**src/rtl/life_frame_scheduler.sv**
```systemverilog
// Frame sequencer: calc step -> buffer swap -> WS2812 send -> latch gap, paced at FRAME_TICKS per generation.
// Latency: calc_start one cycle after the IDLE/WAIT exit decision; step_n fall to calc_start within 3 cycles.
// Backpressure: holds in CALC/SEND until calc_done/tx_done; LIFE_SCHED_WATCHDOG_EN adds a sticky timeout fault.
module life_frame_scheduler #(
  parameter int FRAME_TICKS   = 6000000,
  parameter int LATCH_TICKS   = 3600,
  parameter int TIMEOUT_TICKS = 1200000
) (
  input  logic        clk,
  input  logic        reset,
  input  logic        run,
  input  logic        step_n,
  output logic        calc_start,
  input  logic        calc_done,
  output logic        buf_sel,
  output logic        tx_start,
  input  logic        tx_done,
  output logic        busy,
  output logic [2:0]  state,
  output logic [15:0] gen_count,
  output logic        fault
);

  typedef enum logic [2:0] {
    IDLE  = 3'd0,
    CALC  = 3'd1,
    SWAP  = 3'd2,
    SEND  = 3'd3,
    LATCH = 3'd4,
    WAIT  = 3'd5
  } state_t;

  localparam int FW = (FRAME_TICKS > 1) ? $clog2(FRAME_TICKS) : 1;
  localparam int LW = (LATCH_TICKS > 1) ? $clog2(LATCH_TICKS) : 1;
  localparam logic [FW-1:0] FRAME_LAST = FW'(FRAME_TICKS - 1);
  localparam logic [LW-1:0] LATCH_LAST = LW'(LATCH_TICKS - 1);

  state_t        state_q, state_d;
  logic          entry_q;
  logic          shown_q;
  logic [FW-1:0] frame_cnt;
  logic [LW-1:0] latch_cnt;
  logic          step_s1, step_s2, step_s3;
  logic          step_edge;
  logic          calc_ok, tx_ok, latch_end, wd_expire;

  // entry_q marks the first cycle of a state; a done pulse coinciding with its start is discarded
  assign step_edge = step_s3 & ~step_s2;
  assign calc_ok   = calc_done & ~entry_q;
  assign tx_ok     = tx_done & ~entry_q;
  assign latch_end = (latch_cnt == LATCH_LAST);

`ifdef LIFE_SCHED_WATCHDOG_EN
  localparam int TW = (TIMEOUT_TICKS > 1) ? $clog2(TIMEOUT_TICKS) : 1;
  localparam logic [TW-1:0] WD_LAST = TW'(TIMEOUT_TICKS - 1);

  logic [TW-1:0] wd_cnt;
  logic          fault_q;

  assign wd_expire = (wd_cnt == WD_LAST) &&
                     ((state_q == CALC && !calc_ok) || (state_q == SEND && !tx_ok));
  assign fault = fault_q;

  always_ff @(posedge clk or posedge reset) begin
    if (reset) begin
      wd_cnt  <= '0;
      fault_q <= 1'b0;
    end else begin
      if (state_q == CALC || state_q == SEND) wd_cnt <= wd_cnt + 1'b1;
      else                                    wd_cnt <= '0;
      fault_q <= fault_q | wd_expire;
    end
  end
`else
  logic unused_timeout;
  assign unused_timeout = ^TIMEOUT_TICKS;
  assign wd_expire      = 1'b0;
  assign fault          = 1'b0;
`endif

  always_comb begin
    state_d = state_q;
    case (state_q)
      IDLE: begin
        if (!fault) begin
          if (!shown_q)              state_d = SEND;
          else if (run || step_edge) state_d = CALC;
        end
      end
      CALC: begin
        if (wd_expire)    state_d = IDLE;
        else if (calc_ok) state_d = SWAP;
      end
      SWAP: state_d = SEND;
      SEND: begin
        if (wd_expire)  state_d = IDLE;
        else if (tx_ok) state_d = LATCH;
      end
      LATCH: begin
        if (latch_end) state_d = run ? WAIT : IDLE;
      end
      WAIT: begin
        if (!run)                         state_d = IDLE;
        else if (frame_cnt >= FRAME_LAST) state_d = CALC;
      end
      default: state_d = IDLE;
    endcase
  end

  always_ff @(posedge clk or posedge reset) begin
    if (reset) begin
      state_q   <= IDLE;
      entry_q   <= 1'b0;
      shown_q   <= 1'b0;
      frame_cnt <= '0;
      latch_cnt <= '0;
      buf_sel   <= 1'b0;
      gen_count <= '0;
      step_s1   <= 1'b1;
      step_s2   <= 1'b1;
      step_s3   <= 1'b1;
    end else begin
      state_q <= state_d;
      entry_q <= (state_d != state_q);
      step_s1 <= step_n;
      step_s2 <= step_s1;
      step_s3 <= step_s2;

      // frame period is measured from the first CALC cycle, saturating so an overrun exits WAIT at once
      if (state_d == CALC && state_q != CALC) frame_cnt <= '0;
      else if (frame_cnt < FRAME_LAST)        frame_cnt <= frame_cnt + 1'b1;

      if (state_q == LATCH && !latch_end) latch_cnt <= latch_cnt + 1'b1;
      else                                latch_cnt <= '0;

      if (state_q == LATCH && latch_end) shown_q <= 1'b1;

      if (state_q == SWAP) begin
        buf_sel   <= ~buf_sel;
        gen_count <= gen_count + 16'd1;
      end
    end
  end

  assign calc_start = (state_q == CALC) && entry_q;
  assign tx_start   = (state_q == SEND) && entry_q;
  assign busy       = (state_q != IDLE);
  assign state      = state_q;

endmodule

```
**config.mk**
```make
export PLATFORM = sky130hd
export DESIGN_NAME = life_frame_scheduler
export DESIGN_NICKNAME = d
export VERILOG_FILES = /design/src/rtl/life_frame_scheduler.sv
export SDC_FILE = /design/constraint.sdc
export NUM_CORES = 1
export LEC_CHECK = 0
export BUFFER_PORTS_ARGS = -buffer_cell sky130_fd_sc_hd__buf_2
export CAP_MARGIN = 40
export CORE_UTILIZATION = 53
export DETAILED_ROUTE_END_ITERATION = 10
export GPL_TIMING_DRIVEN = 0
export MAX_ROUTING_LAYER = met4
export PLACE_DENSITY = 0.77
export SYNTH_ARGS = -nofsm -noshare
export SYNTH_HDL_FRONTEND = slang
export SYNTH_SLANG_ARGS = --single-unit
```
**constraint.sdc**
```tcl
create_clock -name clk -period 1.75 [get_ports clk]
set_input_delay 0.35 -clock clk [delete_from_list [all_inputs] [get_ports clk]]
set_output_delay 0.35 -clock clk [all_outputs]
set_load 0.01 [all_outputs]
```
* Yosys cells after proc, flatten, opt, wreduce, memory -nomap -nowiden
Index checks and enable logic that the tools add are counted. Widths: inputs -> output; s select.
Word-level totals: bits in registers 60, word-level logic and storage cells 52, input port bits 6
Operators by class: reductions and logical operators 10, bitwise logic cells 6, muxes and demuxes 12, $lt $le $gt $ge 2, equality and inequality tests 9, add/subtract/negate cells 3
Operators by type and width (count):
- $mux 23 | 2
- $mux 3 | 8
- $add 23x1->23 const B | 1
- $ge 23x23->1 const B | 1
- $lt 23x23->1 const B | 1
- $pmux 3 s6 | 1
- $add 16x1->16 const B | 1
- $add 12x1->12 const B | 1
- $eq 12x12->1 const B | 1
- $mux 12 | 1
- $eq 3x1->1 const B | 2
- $eq 3x2->1 const B | 2
- $eq 3x3->1 const B | 2
- $logic_and 1x1->1 | 5
- $and 1x1->1 | 3
- $logic_not 3->1 | 1
- $ne 3x1->1 const B | 1
- $ne 3x3->1 | 1
- $not 1->1 | 3
- $reduce_bool 3->1 | 1
- $reduce_bool 2->1 | 1
- $logic_not 1->1 | 1
- $logic_or 1x1->1 | 1

* Longest topological paths before layout
depth after elaboration 9, depth in mapped cells 8, gate-level depth less buffers 6

* Worst setup path before layout
Ideal clock, no wire load.
path kind reg2reg, start register frame_cnt[14], end register frame_cnt[16], arrival time 1.787 ns, slack -0.166 ns, period minus slack after synthesis 1.916 ns, setup time 0.129 ns, stages on the path, launching flop included 8, data required time 1.621 ns, cell sequence dfrtp_1 > buf_6 > or4b_4 > nor4_4 > a21o_1 > o221a_4 > buf_8 > a21oi_2
On the way: word-level cells in the longest chain between the ends 7, elaborated cells on any way between the ends 11
RTL lines:
- from (decl) | RTL line 41 | logic [FW-1:0] frame_cnt;
- from (signal assigned) | RTL line 131 | else if (frame_cnt < FRAME_LAST) frame_cnt <= frame_cnt + 1'b1;
- $ge 23x23->1 | RTL line 104 | else if (frame_cnt >= FRAME_LAST) state_d = CALC;
- $mux 3 | RTL line 104
- $mux 3 | RTL line 103 | if (!run) state_d = IDLE;
- $pmux 3 s6 | RTL line 83 | case (state_q)
- $eq 3x1->1 | RTL line 130 | if (state_d == CALC && state_q != CALC) frame_cnt <= '0;
- $logic_and 1x1->1 | RTL line 130
- $mux 23 or $reduce_bool 2->1 (tied branches)
Parallel ways exist; a longest one is shown, timed or not. The select of a mux whose other input is x is not followed. A chain may end at the register's enable or synchronous reset.

* Final worst setup path
start register frame_cnt[13], end register frame_cnt[14]
Same word-level chain as after synthesis.

==> metrics.txt <==
critical path class register to register; DR WL met2 3.96 mm; CP arrival 2.35 ns; Logic pwr share 0.396; worst r2r path cells 7; sequential area share after synthesis 0.461; Antenna Diode Count 0; post-route setup slack -0.384 ns; core area 0.00592 mm²; FMAX 469 MHz; Post-Synth Simple-Gate Area 0.254; routability cong. 0.826; Synth Register Bits 60; final-report hold violation count 0; mean routed wirelength per cell 17.6 µm; cts bufs inserted 9; routed vias/inst 6.07; switch share 0.380; I/O pin count 30; DIE HEIGHT 80.5 µm; via count 2786; row cnt 28; top sig layer met4; Post-route DRC 0; Final Skew 0.0104 ns; grt ovf 0; Nets 388; synthesized area 0.00327 mm²; WL met3 360 µm; P_int 0.00359 W; largest net degree at the start of global routing 39; CP max FO 5; measured slew at the worst slew-check pin 0.595 ns; max_cap viols 0; Initial DRT Pass Iterations 6; syn_nets 321; Reg2Reg Capture Point frame_cnt[14]; Most used DFF post-synth dfrtp_1; Static Leak 1.75 nW; Post-synth EDFFs 0; met1 wire length 3.50 mm; Clock Power Share 0.216; H-tree depth 3; Port Buffers 28; vias in the first global route 2595; Startpoint Class register; initial core utilization 0.552; Max Slew Vio Count 0; first-pass GRT wire length 12.7 mm; Synth Instances 312; failing checks setup timing; GRT Overall Usage 0.269; CTS tree built; WP data required 1.97 ns; Routed Wire Length 8.06 mm; worst skew pair latency 0.35 ns; Worst-path clk slew 0.07 ns; worst reg2reg startpoint frame_cnt[13]; Post-Synth XOR/XNOR Area 0.0697; Iter 0 DRT Violations 220; status complete, but fails checks; Final min period 2.13 ns; root buffer cell clkbuf_8; Post-DP HPWL 4.54 mm; post-route ant nets 0; CTS Buffer Depth 2; yosys warns 0; compound-gate portion of the synthesized area 0.158; sequential fraction of design power 0.388; mux contribution to synthesized area 0.00345; clock sinks 60; pwr/cell area 1420 mW/mm²; Psw 0.00220 W; Yosys cell types 56; Hold WC Path Type input port to asynchronous set/reset pin; layout cell share with drive strength beyond 1 0.352; Syn Area/Cell 10.5 µm²; chip width 80.5 µm; Critical Path Sink Type register; DIE AREA 0.00648 mm²; relative slew slack 0.598; unrepaired setup endpoints after global routing true; area grow syn2layout 25.2%; setup tns final -8.69 ns; Hold WS 0.0344 ns; R2R setup slack -0.38 ns; count of final setup violators 28; adder-cell share of the synthesized area 0.0115; initial antenna violation count 0; worst vdd ir 1.01 mV; largest family of logic cells by synthesized area simple AND/OR/NAND/NOR gates; fin util 0.691; ys async rst share 1.00; Final Cycle Share 1.22
critical path, cell delays in order, from the launching register on:
cell,delay (ns)
dfrtp_1,0.41
or4b_4,0.55
nor4_4,0.31
a21o_1,0.20
o221a_4,0.25
buf_12,0.13
buf_12,0.11
a21oi_2,0.03
how the worst max path moves through the flow:
stage                        startpoint       endpoint  slack (ns)  depth (start not counted)
after CTS                 frame_cnt[14]   frame_cnt[2]       -0.32                          8
after detailed placement  frame_cnt[14]  frame_cnt[16]       -0.35                          7
after global placement    frame_cnt[14]  frame_cnt[16]       -0.33                          7
after floorplan           frame_cnt[14]  frame_cnt[16]       -0.16                          7
after global routing       latch_cnt[4]  frame_cnt[16]       -0.48                          7
final                     frame_cnt[13]  frame_cnt[14]       -0.38                          7
state kept, by name, summed over array words and instances (netlist names):
register,cells
latch_cnt,12
entry_q,1
step_s1,1
frame_cnt,23
gen_count,16
state,3
shown_q,1
step_s2,1
buf_sel,1
step_s3,1
power groups by stage:
stage / clock network (W) / logic, W / registers, W
floorplan: 0 / 0.00131 / 0.00216
global placement: 0 / 0.00171 / 0.00221
detailed placement: 0 / 0.00177 / 0.00222
CTS: 0.00125 / 0.00207 / 0.00220
global route: 0.00133 / 0.00247 / 0.00230
finish: 0.00125 / 0.00229 / 0.00225
metal layers:
| layer | vias up | GRT usage |
|---|---|---|
| met5 | - | - |
| met4 | 0 | 0.123 |
| met1 | 1380 | 0.343 |
| li1 | 1295 | - |
| met2 | 91 | 0.416 |
| met3 | 20 | 0.0466 |
what timing repair did:
| item | CTS | global route |
|---|---|---|
| setup endpoints to repair | 33 | 43 |
| buffers inserted | 16 | 10 |
| cloned | 4 | 0 |
| hold buffers | 0 | 0 |
| pin swaps | 3 | 8 |
| resized for setup | 25 | 17 |
cells by family (layout without fill, tap and decap cells):
family | Yosys count | count (layout)
xor+xnor | 26 | 26
compound gates | 69 | 69
mux | 1 | 1
simple gates | 133 | 133
buf+inv | 19 | 91
flops | 60 | 60
other cells | 1 | 1
fa+ha+maj | 3 | 3
cell usage in the layout, fill, tap and decap left out, types with 6 or more instances in the layout:
cell / instances
dfrtp_1: 53
buf_2: 28
buf_4: 22
a21oi_2: 21
xnor2_1: 20
nand2_1: 19
or4_1: 15
nand3_1: 14
nor2_1: 14
and3_1: 12
clkbuf_8: 12
o31ai_1: 11
nand4_1: 10
o21ai_0: 8
buf_6: 6
or3_1: 6
xor2_1: 6
synth_stat cells, types with 2 or more instances:
cell / number / share of area
dfrtp_1: 57 / 0.44
nor2_2: 2 / 0.0038
o21ai_1: 3 / 0.0046
o21bai_1: 3 / 0.0069
and4_1: 5 / 0.013
and3_1: 13 / 0.025
or4_1: 15 / 0.034
dfstp_2: 3 / 0.024
nand3b_1: 2 / 0.0046
nor3b_1: 5 / 0.011
inv_1: 5 / 0.0057
buf_4: 2 / 0.0046
nand3_1: 14 / 0.021
nor2_1: 16 / 0.018
nor2b_1: 3 / 0.0057
nor4b_1: 2 / 0.0054
o211a_1: 2 / 0.0061
ha_1: 3 / 0.011
nand4bb_1: 2 / 0.0069
nor3_1: 3 / 0.0046
clkbuf_1: 6 / 0.0069
o21a_1: 3 / 0.0069
a21oi_1: 8 / 0.012
o31ai_1: 15 / 0.034
nand2b_1: 3 / 0.0057
a31oi_1: 2 / 0.0038
o21ai_0: 8 / 0.012
xnor2_1: 20 / 0.054
xor2_1: 6 / 0.016
buf_6: 4 / 0.014
a21oi_2: 18 / 0.048
nand2_1: 19 / 0.022
and2_1: 3 / 0.0057
or3_1: 6 / 0.011
nand4_1: 10 / 0.019
layout make-up:
| cell class | instances | area (µm²) |
|---|---|---|
| Clock inverter | 4 | 48.8 |
| Timing Repair Buffer | 58 | 450 |
| Sequential cell | 60 | 1510 |
| Inverter | 5 | 22.5 |
| Tap cell | 75 | 93.8 |
| Clock buffer | 12 | 145 |
| Multi-Input combinational cell | 233 | 1690 |
| Buffer | 12 | 125 |
| Fill cell | 439 | 1830 |
per-stage QoR:
step           worst slack [ns]  std cells  total power [W]  area, µm²
2_1_floorplan            -0.161        312          0.00347       3270
3_3_place_gp             -0.332        415          0.00392       3510
3_5_place_dp             -0.354        416          0.00399       3530
4_1_cts                  -0.320        452          0.00552       4010
5_1_grt                  -0.480        459          0.00610       4090
6_report                 -0.384        459          0.00579       4090
Note: power is estimated with default switching activity, not from simulation.
